<file path="src/rtl/tff_updown_counter.sv">
// ---------------------------------------------------------------------------
// tff_updown_counter
//
// Synchronous modulo-MODULUS up/down counter built as a bank of toggle
// stages. Each edge computes a toggle vector T from the lower bits, the count
// direction and the wrap condition, then forms the next count as q ^ T. The
// same T vector is registered and exported on t_out so that downstream
// T flip-flop banks can mirror this count or chain from it.
//
// Parameters
//   WIDTH    counter / toggle vector width in bits (2..16)
//   MODULUS  count sequence length, 2 <= MODULUS <= 2**WIDTH
//
// Ports
//   clk       in   1      rising-edge clock
//   rst       in   1      asynchronous active-high reset
//   en        in   1      count enable, ignored while load=1
//   up        in   1      direction: 1 = increment, 0 = decrement
//   load      in   1      synchronous load request, has priority over en
//   load_val  in   WIDTH  value to load
//   clr_err   in   1      synchronous clear of the err flag
//   q         out  WIDTH  current count
//   t_out     out  WIDTH  toggle vector applied at the last edge
//   tc        out  1      one-cycle terminal-count pulse on wrap
//   err       out  1      sticky flag: out-of-range load seen
// ---------------------------------------------------------------------------
module tff_updown_counter #(
  parameter int WIDTH   = 4,
  parameter int MODULUS = 10
) (
  input  logic             clk,
  input  logic             rst,
  input  logic             en,
  input  logic             up,
  input  logic             load,
  input  logic [WIDTH-1:0] load_val,
  input  logic             clr_err,
  output logic [WIDTH-1:0] q,
  output logic [WIDTH-1:0] t_out,
  output logic             tc,
  output logic             err
);

  // MODULUS may equal 2**WIDTH, so range checks are done one bit wider.
  localparam logic [WIDTH:0]   MOD_EXT = (WIDTH + 1)'(MODULUS);
  localparam logic [WIDTH-1:0] TOP     = WIDTH'(MODULUS - 1);

  logic [WIDTH-1:0] t_up;
  logic [WIDTH-1:0] t_down;
  logic [WIDTH-1:0] t_next;
  logic [WIDTH-1:0] load_target;
  logic             load_ok;
  logic             q_oor;
  logic             tc_next;
  logic             err_next;

  // Ripple-free toggle terms for the non-wrap cases: counting up, bit i
  // flips when every lower bit is 1; counting down, when every lower bit
  // is 0. Bit 0 always flips.
  for (genvar i = 0; i < WIDTH; i++) begin : g_toggle
    if (i == 0) begin : g_lsb
      assign t_up[i]   = 1'b1;
      assign t_down[i] = 1'b1;
    end else begin : g_upper
      assign t_up[i]   = &q[i-1:0];
      assign t_down[i] = ~|q[i-1:0];
    end
  end

  // Out-of-range loads clamp to the top of the sequence.
  assign load_ok     = {1'b0, load_val} < MOD_EXT;
  assign load_target = load_ok ? load_val : TOP;

  // Only reachable if the state is somehow disturbed; a count edge from
  // such a value returns to 0 without a terminal-count pulse.
  assign q_oor = {1'b0, q} >= MOD_EXT;

  // Toggle vector and terminal count for this edge. A wrap is expressed as
  // q XOR target so that every path still updates q purely by toggling.
  always_comb begin
    t_next  = '0;
    tc_next = 1'b0;
    if (load) begin
      t_next = q ^ load_target;
    end else if (en) begin
      if (q_oor) begin
        t_next = q;
      end else if (up) begin
        if (q == TOP) begin
          t_next  = q;
          tc_next = 1'b1;
        end else begin
          t_next = t_up;
        end
      end else begin
        if (q == '0) begin
          t_next  = q ^ TOP;
          tc_next = 1'b1;
        end else begin
          t_next = t_down;
        end
      end
    end
  end

  // A bad load in the same cycle as clr_err leaves the flag set.
  always_comb begin
    err_next = err;
    if (load && !load_ok) begin
      err_next = 1'b1;
    end else if (clr_err) begin
      err_next = 1'b0;
    end
  end

  // Registered outputs; t_out reports the vector applied at this edge.
  always_ff @(posedge clk or posedge rst) begin
    if (rst) begin
      q     <= '0;
      t_out <= '0;
      tc    <= 1'b0;
      err   <= 1'b0;
    end else begin
      q     <= q ^ t_next;
      t_out <= t_next;
      tc    <= tc_next;
      err   <= err_next;
    end
  end

endmodule
</file>
<file path="config.mk">
export PLATFORM = sky130hd
export DESIGN_NAME = tff_updown_counter
export DESIGN_NICKNAME = d
export VERILOG_FILES = /design/src/rtl/tff_updown_counter.sv
export SDC_FILE = /design/constraint.sdc
export NUM_CORES = 1
export LEC_CHECK = 0
export CAP_MARGIN = 5
export CORE_MARGIN = 2
export CORE_UTILIZATION = 45
export DETAILED_ROUTE_END_ITERATION = 6
export PLACE_DENSITY = 0.86
export SETUP_SLACK_MARGIN = 0.02
export SKIP_CTS_REPAIR_TIMING = 1
export SYNTH_ARGS = -nofsm -noshare
export SYNTH_HDL_FRONTEND = slang
export SYNTH_SLANG_ARGS = --single-unit
</file>
<file path="constraint.sdc">
create_clock -name clk -period 1.89 [get_ports clk]
set_input_delay 0.4725 -clock clk [delete_from_list [all_inputs] [get_ports clk]]
set_output_delay 0.4725 -clock clk [all_outputs]
set_load 0.01 [all_outputs]
</file>
Word level (Yosys, flattened, before mapping)
Index checks and enable logic that the tools add are counted.
Storage, ports and cells
  input port bits: 10
  register bits after elaboration: 10
  word-level logic and storage cells: 36
Cells by class
  reduce and logical (&&, ||, !) cells: 11
  $lt $le $gt $ge: 2
  muxes and demuxes: 15
  equality and inequality tests: 1
  bitwise gates (word level): 3
Operators with widths (count)
  4-bit 2-to-1 mux: 7
  1-bit 2-to-1 mux: 8
  4-bit XOR: 2
  4-bit == test, second input constant: 1
  4-bit >= comparator, second input constant: 1
  1-bit logical NOT: 4
  4-bit logical NOT: 1
  4-bit less-than comparator, second input constant: 1
  3-bit AND reduction: 1
  3-bit OR reduction: 1
  2-bit inverter: 1
  2-bit AND reduction: 1
  2-bit nonzero test: 1
  2-bit OR reduction: 1
  1-bit logical AND: 1

Logic depth before layout (Yosys ltp)
Gate-level depths: netlist (run 1).
  word-level depth: 8
  mapped depth: 5
  mapped depth without buffers: 4

Least setup slack after synthesis (run 1)
OpenSTA, ideal clock, no wires.
  kind: flip-flop to flip-flop
  start point: reg q[3]
  end point: reg tc
  data required time: 1.783 ns
  arrival time: 1.263 ns
  slack: 0.520 ns
  stages on the path, launching flop included: 4
  path buffers: 1
  setup time: 0.107 ns
  cells stage by stage: dfrtp_1 -> buf_6 -> or3_4 -> a2111oi_4
Between the ends
  cells in the longest elaborated chain, start to end: 6
  elaborated cells on any way between the ends: 9
  those cells by class: 1 x order compare; 1 x eq/ne; 6 x mux; 1 x reduce/logical
RTL lines
  from (decl): RTL line 38  | output logic [WIDTH-1:0] q,
  from (signal assigned): RTL line 124  | q <= q ^ t_next;
  4-bit == test / 4-bit logical NOT (equally long branches): RTL line 89, 96
  1-bit 2-to-1 mux, on equally long branches: RTL line 89, 96
  1-bit 2-to-1 mux: RTL line 88  | end else if (up) begin
  1-bit 2-to-1 mux *: RTL line 86  | if (q_oor) begin
  1-bit 2-to-1 mux *: RTL line 85  | end else if (en) begin
  1-bit 2-to-1 mux *: RTL line 83  | if (load) begin
  named net tc_next: RTL line 54  | logic tc_next;
  to (signal assigned): RTL line 126  | tc <= tc_next;
  to (decl): RTL line 40  | output logic tc,
Mark *: on every way through the listed nets, which the timed path passes. The rest lies on a longest branch.
A chain may end at the register's enable or synchronous reset.

Final worst setup path (run 1)
  start point: reg q[2]
  end point: out q[2]
No word-level cell between the ends.

==> flow_metrics.py, run 1 <==
metrics = {
    "run_status": {
        "outcome": "complete, no violations",
    },
    "job": {
        "maxCapViolations": 0,
    },
    "timing": {
        "setup_violations": 0,
        "setup_total_neg_slack_ns": 0,
        "hold_viol_final": 0,
        "actual_transition_at_the_worst_max_transition_pin_ns": 0.393,
        "fmax_mhz": 545,
        "fin_worst_skew_ns": 0.000803,
        "final_min_period_over_clock_period_pct": 97.1,
        "timing.slew.headroom_pct": 73.8,
        "layout_min_cycle_time_ns": 1.84,
        "rsz0062_at_grt": "no",
        "number_of_pins_with_negative_max_slew_slack_in_the_final_report": 0,
    },
    "floorplan": {
        "number_of_rows_in_the_core_area": 14,
        "die_width_um": 43.4,
        "die_area_mm2": 0.00188,
        "die_y_um": 43.4,
        "initial_util_pct": 47.4,
        "core_region_area_mm2": 0.00147,
        "num_io_pins": 20,
    },
    "finish": {
        "layout.cells.most_common": "clkdlybuf4s50_1",
        "drive_gt1_share_pct": 21.0,
        "flow.area_growth_from_synthesis_pct": 38.5,
        "n_antenna_cell": 0,
        "fin_nets": 111,
        "layout_common_cells": "clkdlybuf4s50_1, dfrtp_1, buf_4",
        "stdcell_area_um2": 967,
    },
    "synth": {
        "yosys_most_used_dff": "dfrtp_1",
        "yosys_register_bits": 10,
        "mappedNetlistArea_um2": 698,
        "synthDominantCellAreaShare_pct": 35.8,
        "post_synth_num_cell_types": 35,
        "post_syn_nets": 83,
        "ys_async_sr_fraction_pct": 100,
        "synth-seq-area-share_pct": 35.8,
        "synth_enable_flop_cells": 0,
        "synthesis.yosys.warnings": 0,
        "syn_avg_cell_area_um2": 9.56,
        "netlist.top_cell.by_area": "dfrtp_1",
        "synth_area_leaders": "dfrtp_1, buf_6, a2111oi_4",
        "synthCells": 73,
    },
    "drt": {
        "num_vias": 682,
        "remaining_routing_drc_violations": 0,
        "average_detailed_routed_wire_length_per_instance_um": 14.4,
        "drt_first_iter_violations": 26,
        "drt-total-wl_um": 1670,
        "antenna_left": 0,
        "drtPass1Iterations": 4,
        "routed_via_density": 5.88,
    },
    "clocking": {
        "tritoncts": "built",
        "cts_inserted_buffers": 3,
        "cts_max_path_buffers": 2,
        "ctsHtreeMaxLevel": 1,
        "clock_sinks": 10,
        "clk_pin_slew_worst_paths_ns": 0.07,
        "clock_tree.root_cell": "clkbuf_4",
        "clk-insertion-delay-late_ns": 0.27,
    },
    "global_route": {
        "largest_net_degree_at_the_start_of_global_routing": 13,
        "grt_util_all_layers_pct": 19.5,
        "globalRouteOverflowTotal": 0,
        "first_global_vias": 640,
        "grt_pass1_wl_um": 2690,
        "grt_antenna_before_repair": 0,
    },
    "power_and_ir_drop": {
        "pwr_density_cell_mw_per_mm2": 965,
        "total_leakage_power_nw": 0.406,
        "max_rail_drop_vdd_v": 0.000569,
    },
    "setup_path": {
        "critical-path-slowest-cell": "clkdlybuf4s50_1",
        "path_delay_family": "buffers and inverters",
        "worst-endpoint-required_ns": 1.42,
        "worst_ep_arrival_time_ns": 1.36,
        "crit_path_max_incr_delay_ns": 0.59,
        "worstPathBufferInverterCount": 1,
        "critPathKind": "flip-flop to output port",
        "worstSetupStartpointType": "flip-flop",
        "rrSetupSlack_ns": 0.39,
        "crit_fanout": 7,
        "timing.critical_path.cells": "clkdlybuf4s50_1",
        "critPathCaptureType": "output port",
    },
    "place": {
        "port_buffers": 19,
        "dp.final_hpwl_um": 1300,
        "postPlaceCellArea_um2": 930,
        "gp_congestion": 0.769,
    },
    "worst_hold_path": {
        "worst_hold_path_type": "input pin to async pin",
    },
}
-- report_power, final --
group / internal (mW) / total (mW) / switching [mW]
clock network: 0.117 / 0.199 / 0.0814
logic: 0.219 / 0.434 / 0.215
registers: 0.258 / 0.300 / 0.0424
total: 0.594 / 0.933 / 0.339
-- logic make-up (layout without fill, tap and decap cells) --
kind of cell	Yosys count	after routing	share of synthesized area (%)
compound gates	26	26	29.4
xor+xnor	4	4	5.02
buf+inv	10	37	9.32
flops	10	10	35.8
mux	2	2	2.87
simple gates	21	21	17.6
-- Yosys cell counts, types with 2 or more instances --
master     n
xnor2_1    3
a21oi_1    3
buf_6      3
nand2b_1   3
o211ai_1   3
o21ai_0    4
o21a_1     2
nor2b_1    2
nor2_1     5
inv_1      5
mux2i_1    2
o21ai_1    4
dfrtp_1   10
nand2_1    3
-- state kept, by name (all words and copies together), names as in the netlist --
| register | cells |
|---|---|
| q | 4 |
| t_out | 4 |
| err | 1 |
| tc | 1 |
-- final cells by class --
class | count | area (um2)
Fill cell | 133 | 504
Multi-Input combinational cell | 53 | 383
Tap cell | 16 | 20.0
Sequential cell | 10 | 251
Clock buffer | 4 | 36.3
Timing Repair Buffer | 28 | 258
Inverter | 5 | 18.8
-- per-stage QoR --
step | power, mW | instances | util [%] | hold slack [ns] | worst slack, ns
after floorplan | 0.578 | 73 | - | 0.313 | 0.520
after global placement | 0.710 | 112 | 63.2 | 0.524 | 0.0832
after detailed placement | 0.731 | 112 | 63.2 | 0.534 | 0.0359
after CTS | 0.928 | 116 | 65.6 | 0.489 | 0.0348
after global routing | 0.982 | 116 | 65.7 | 0.508 | 0.0273
final | 0.933 | 116 | 65.7 | 0.472 | 0.0549
-- routing by layer --
layer  vias up  part of all wire, %  global-route usage [%]
met1       318                   39                    21.1
met2        35                   51                    34.0
met3        13                  6.2                    3.33
met4         0                  4.5                    13.9
met5         -                    0                       0
li1        316                    -                       -
-- path summary, 6_finish.rpt --
| check | startpoint | cells past startpoint | endpoint |
|---|---|---|---|
| worst max-delay path | q[2]$_DFF_PP0_ | 1 | q[2] |
| worst min-delay path | rst | 2 | t_out[0]$_DFF_PP0_ |
| worst max register to register | q[1]$_DFF_PP0_ | 5 | q[1]$_DFF_PP0_ |
| worst min register to register | err$_DFFE_PP0P_ | 2 | err$_DFFE_PP0P_ |
| max in group asynchronous | rst | 2 | q[0]$_DFF_PP0_ |
| min in group clk | err$_DFFE_PP0P_ | 2 | err$_DFFE_PP0P_ |
No activity file was read; power rests on OpenSTA's default activity.
==> run 2: changes to the inputs <==
CORE_ASPECT_RATIO = 0.8   (was unset)
CORE_UTILIZATION = 41   (was 45)
PLACE_DENSITY = 0.83   (was 0.86)
clock period = 1.6 ns   (was 1.89 ns; I/O delays follow)
==> run 2 against run 1 <==
Die area is 8.9% higher. Worst hold slack got worse by 0.058 ns. Final cell count rose by 7.8%. Clock-buffer cell count unchanged. Non-clock buffer count is 3 higher.
==> flow_metrics.py, run 2 (synthesis results as in run 1) <==
metrics = {
    "place": {
        "dp.final_hpwl_um": 1180,
        "port_buffers": 19,
        "gp_congestion": 0.872,
        "dp_worst_setup_slack_ns": -0.156,
    },
    "setup_path": {
        "crit_path_max_incr_delay_ns": 0.52,
        "critical-path-slowest-cell": "clkdlybuf4s50_1",
        "crit_fanout": 2,
        "critPathCaptureType": "output port",
        "worstSetupStartpointType": "flip-flop",
        "timing.critical_path.cells": "clkdlybuf4s50_1",
        "critPathKind": "flip-flop to output port",
        "path_delay_family": "buffers and inverters",
        "worst_ep_arrival_time_ns": 1.15,
        "worstPathBufferInverterCount": 1,
        "worst-endpoint-required_ns": 1.20,
        "regToRegStartpoint": "q[1]$_DFF_PP0_",
        "worst_setup_path_startpoint": "q[1]$_DFF_PP0_",
    },
    "timing": {
        "number_of_pins_with_negative_max_slew_slack_in_the_final_report": 0,
        "setup_violations": 0,
        "fin_worst_skew_ns": 0.00732,
        "rsz0062_at_grt": "yes",
        "fmax_mhz": 645,
        "final_critical_path_setup_slack_ns": 0.0497,
        "hold_viol_final": 0,
        "layout_min_cycle_time_ns": 1.55,
        "timing.slew.headroom_pct": 72.6,
        "actual_transition_at_the_worst_max_transition_pin_ns": 0.411,
        "final_min_period_over_clock_period_pct": 96.9,
    },
    "drt": {
        "drt-total-wl_um": 1610,
        "detail_route.wirelength.met1_um": 726,
        "route.met2.wl_um": 752,
        "antenna_left": 0,
        "wl_met3_um": 81,
        "drtPass1Iterations": 4,
        "highest_layer": "met4",
        "routed_via_density": 5.45,
        "num_vias": 681,
        "remaining_routing_drc_violations": 0,
        "average_detailed_routed_wire_length_per_instance_um": 12.9,
        "drt_first_iter_violations": 11,
    },
    "power_and_ir_drop": {
        "pwr_density_cell_mw_per_mm2": 1100,
        "max_rail_drop_vdd_v": 0.000693,
        "total_leakage_power_nw": 0.460,
    },
    "finish": {
        "flow.area_growth_from_synthesis_pct": 47.1,
        "regArea_um2": 255,
        "drive_gt1_share_pct": 29.1,
        "layout.cells.most_common": "clkdlybuf4s50_1",
        "n_antenna_cell": 0,
        "fin_util_pct": 63.8,
        "fill_cells": 129,
        "fin_nets": 114,
        "largestRegisters": "q (4), t_out (4)",
        "multiInputGateArea_um2": 399,
        "layout_common_cells": "clkdlybuf4s50_1, buf_4, dfrtp_1",
    },
    "clocking": {
        "clk-insertion-delay-late_ns": 0.27,
        "ctsHtreeMaxLevel": 1,
        "cts_inserted_buffers": 3,
        "clock_tree.root_cell": "clkbuf_4",
        "cts_max_path_buffers": 2,
        "clock_sinks": 10,
        "clk_pin_slew_worst_paths_ns": 0.07,
        "tritoncts": "built",
    },
    "floorplan": {
        "die_y_um": 40.9,
        "die_area_mm2": 0.00205,
        "die_width_um": 50.1,
        "initial_util_pct": 43.4,
        "number_of_rows_in_the_core_area": 13,
        "core_region_area_mm2": 0.00161,
        "num_io_pins": 20,
    },
    "run_status": {
        "outcome": "complete, no violations",
    },
    "job": {
        "maxCapViolations": 0,
    },
    "worst_hold_path": {
        "worst_hold_path_type": "input pin to async pin",
    },
    "global_route": {
        "first_global_vias": 641,
        "globalRouteOverflowTotal": 0,
        "grt_util_all_layers_pct": 19.8,
        "grt_antenna_before_repair": 0,
        "grt_pass1_wl_um": 2930,
        "largest_net_degree_at_the_start_of_global_routing": 11,
    },
}
## run 2: through the flow
stage	cells	power (mW)	hold slack (ns)	area [um2]	setup TNS [ns]
after detailed placement	119	0.872	0.538	945	-0.843
final	125	1.13	0.414	1030	0
after floorplan	73	0.683	0.240	698	0
after global routing	125	1.22	0.430	1030	0
after global placement	119	0.855	0.525	945	-0.633
after CTS	123	1.11	0.429	981	-0.599
## run 2: worst paths after layout
path                                 endpoint  cells after the start  slack [ns]
min in group clk               q[3]$_DFF_PP0_                      1        0.51
min                        t_out[0]$_DFF_PP0_                      2        0.41
max in group asynchronous      q[2]$_DFF_PP0_                      2        0.86
min reg2reg                    q[3]$_DFF_PP0_                      1        0.51
max                                      q[1]                      1        0.05
max reg2reg                t_out[2]$_DFF_PP0_                      6        0.13
## run 2: cell type report
| class | count | share of cell area [%] |
|---|---|---|
| Clock buffer | 4 | 3.53 |
| Inverter | 5 | 1.83 |
| Multi-Input combinational cell | 53 | 38.9 |
| Sequential cell | 10 | 24.8 |
| Tap cell | 22 | 2.68 |
| Timing Repair Buffer | 31 | 28.3 |
## run 2: worst register-to-register path, cell delays in order (launching register included)
cell and delay [ns]:
dfrtp_2 0.40, buf_4 0.17, buf_4 0.15, nand2b_1 0.15, a21oi_2 0.18, nor2_1 0.08
o32ai_2 0.26
## run 2: routing by layer
layer | vias to the layer above | track usage [%]
met5 | - | 0
met2 | 34 | 34.9
li1 | 322 | -
met3 | 10 | 4.38
met1 | 315 | 24.4
met4 | 0 | 8.33
## run 2: where the power goes
part | switching, mW | internal, mW | total, mW
clock | 0.0936 | 0.138 | 0.232
combinational | 0.268 | 0.284 | 0.553
sequential | 0.0401 | 0.309 | 0.349
==> run 3: changes to the inputs <==
CORE_ASPECT_RATIO = unset   (was 0.8)
CORE_UTILIZATION = 53   (was 41)
DONT_BUFFER_PORTS = 1   (was unset)
PLACE_DENSITY = 0.81   (was 0.83)
RECOVER_POWER = 50   (was unset)
==> run 3 against run 2 <==
The flow now finishes with violations (negative hold slack). Design area fell by 30%. Final cell count decreased by 29%. First-iteration DRC count is 27% lower. Clock skew down 0.0050 ns. Critical path type is now flip-flop to flip-flop. Critical endpoint is now tc$_DFF_PP0_. Largest cell class unchanged. Largest power group is now sequential cells.
==> flow_metrics.py, run 3 (synthesis results as in run 1) <==
metrics = {
    "place": {
        "gp_congestion": 0.870,
        "port_buffers": 0,
        "placed_insts": 86,
        "dp.final_hpwl_um": 945,
        "dp_worst_setup_slack_ns": 0.183,
    },
    "setup_path": {
        "path_delay_family": "flip-flops",
        "crit_fanout": 13,
        "worstSetupStartpointType": "flip-flop",
        "worstPathBufferInverterCount": 0,
        "crit_path_max_incr_delay_ns": 0.55,
        "critPathCaptureType": "flip-flop",
        "worst_r2r_path_depth": 2,
        "worst_setup_path_startpoint": "q[3]$_DFF_PP0_",
        "worst_ep_arrival_time_ns": 1.60,
        "worst-endpoint-required_ns": 1.77,
        "critPathKind": "flip-flop to flip-flop",
        "critical_path_cell_count": 2,
        "regToRegStartpoint": "q[3]$_DFF_PP0_",
        "endpoint": "tc$_DFF_PP0_",
        "critical-path-slowest-cell": "dfrtp_1",
        "timing.critical_path.cells": "or3_4, a2111oi_4",
        "rrSetupSlack_ns": 0.17,
        "rr_endpoint": "tc$_DFF_PP0_",
    },
    "power_and_ir_drop": {
        "pwr_density_cell_mw_per_mm2": 1220,
        "total_leakage_power_nw": 0.298,
        "max_rail_drop_vdd_v": 0.000592,
    },
    "timing": {
        "timing.hold.ws_ns": -0.00742,
        "setup_violations": 0,
        "fmax_mhz": 697,
        "final_critical_path_setup_slack_ns": 0.165,
        "hold_viol_final": 10,
        "layout_min_cycle_time_ns": 1.43,
        "rsz0062_at_grt": "no",
        "setup_total_neg_slack_ns": 0,
        "timing.slew.headroom_pct": 69.1,
        "number_of_pins_with_negative_max_slew_slack_in_the_final_report": 0,
        "actual_transition_at_the_worst_max_transition_pin_ns": 0.463,
        "final_min_period_over_clock_period_pct": 89.7,
        "fin_worst_skew_ns": 0.00231,
    },
    "global_route": {
        "largest_net_degree_at_the_start_of_global_routing": 14,
        "grt_pass1_wl_um": 1990,
        "globalRouteOverflowTotal": 0,
        "grt_util_all_layers_pct": 19.5,
        "first_global_vias": 454,
        "grt_antenna_before_repair": 0,
    },
    "floorplan": {
        "num_io_pins": 20,
        "core_region_area_mm2": 0.00127,
        "die_y_um": 40.3,
        "number_of_rows_in_the_core_area": 13,
        "die_area_mm2": 0.00162,
        "initial_util_pct": 55.0,
        "die_width_um": 40.3,
    },
    "finish": {
        "fin_nets": 86,
        "layout.cells.most_common": "dfrtp_1",
        "final_cells": 89,
        "drive_gt1_share_pct": 17.6,
        "flow.area_growth_from_synthesis_pct": 2.51,
        "layout_common_cells": "dfrtp_1, inv_1, nor2_1",
        "fin_util_pct": 56.4,
        "largestRegisters": "q (4), t_out (4)",
        "n_antenna_cell": 0,
    },
    "drt": {
        "drt_first_iter_violations": 8,
        "drt-total-wl_um": 1250,
        "average_detailed_routed_wire_length_per_instance_um": 14.1,
        "routed_via_density": 5.90,
        "drtPass1Iterations": 2,
        "antenna_left": 0,
        "remaining_routing_drc_violations": 0,
        "num_vias": 525,
    },
    "clocking": {
        "clk_pin_slew_worst_paths_ns": 0.06,
        "cts_max_path_buffers": 2,
        "clock_sinks": 10,
        "tritoncts": "built",
        "clk-insertion-delay-late_ns": 0.27,
        "cts_inserted_buffers": 3,
        "clock_tree.root_cell": "clkbuf_4",
        "ctsHtreeMaxLevel": 1,
    },
    "worst_hold_path": {
        "worst_hold_path_type": "input pin to async pin",
    },
    "job": {
        "maxCapViolations": 0,
    },
    "run_status": {
        "outcome": "finished with violations",
        "violations": "negative hold slack",
    },
}
run 3: changes by cell type in the layout (fill, tap and decap cells not counted), moves of 4 or more:
| cell | change |
|---|---|
| clkdlybuf4s50_1 | -15 |
| buf_4 | -9 |
| dfrtp_1 | +4 |
| dfrtp_2 | -4 |
| dlymetal6s2s_1 | -4 |
run 3: how the worst min path moves through the flow:
stage | depth (start not counted) | slack, ns | endpoint
after floorplan | 1 | 0.24 | err$_DFFE_PP0P_
after global placement | 1 | 0.29 | t_out[1]$_DFF_PP0_
after detailed placement | 1 | 0.29 | t_out[0]$_DFF_PP0_
after CTS | 1 | 0.0005 | tc$_DFF_PP0_
after global routing | 1 | 0.02 | tc$_DFF_PP0_
final | 1 | -0.007 | tc$_DFF_PP0_
run 3: layout make-up:
type / count / area [um2]
clock buffer: 3 / 22.5
sequential: 10 / 250
tap: 15 / 18.8
multi-input combinational: 53 / 383
inverter: 5 / 18.8
timing repair buffer: 3 / 22.5
fill: 121 / 553
run 3: stage by stage:
stage	cell area, um2	power [mW]
after floorplan	698	0.683
after global placement	693	0.697
after detailed placement	693	0.705
after CTS	716	0.883
after global routing	716	0.938
final	716	0.873
run 3: report_power, final:
part           leakage [nW]  internal (mW)  switching, mW
Sequential            0.124          0.305         0.0888
Clock                0.0138         0.0871         0.0882
Combinational         0.161          0.141          0.164
run 3: layer usage:
layer	global-route usage, %	wire length, um	vias to the layer above	share of wire, %
met5	0	0	-	0
met4	12.5	28	0	2.2
met3	7.22	86	4	6.9
met2	29.4	584	15	47
met1	23.2	555	242	44
li1	-	-	264	-
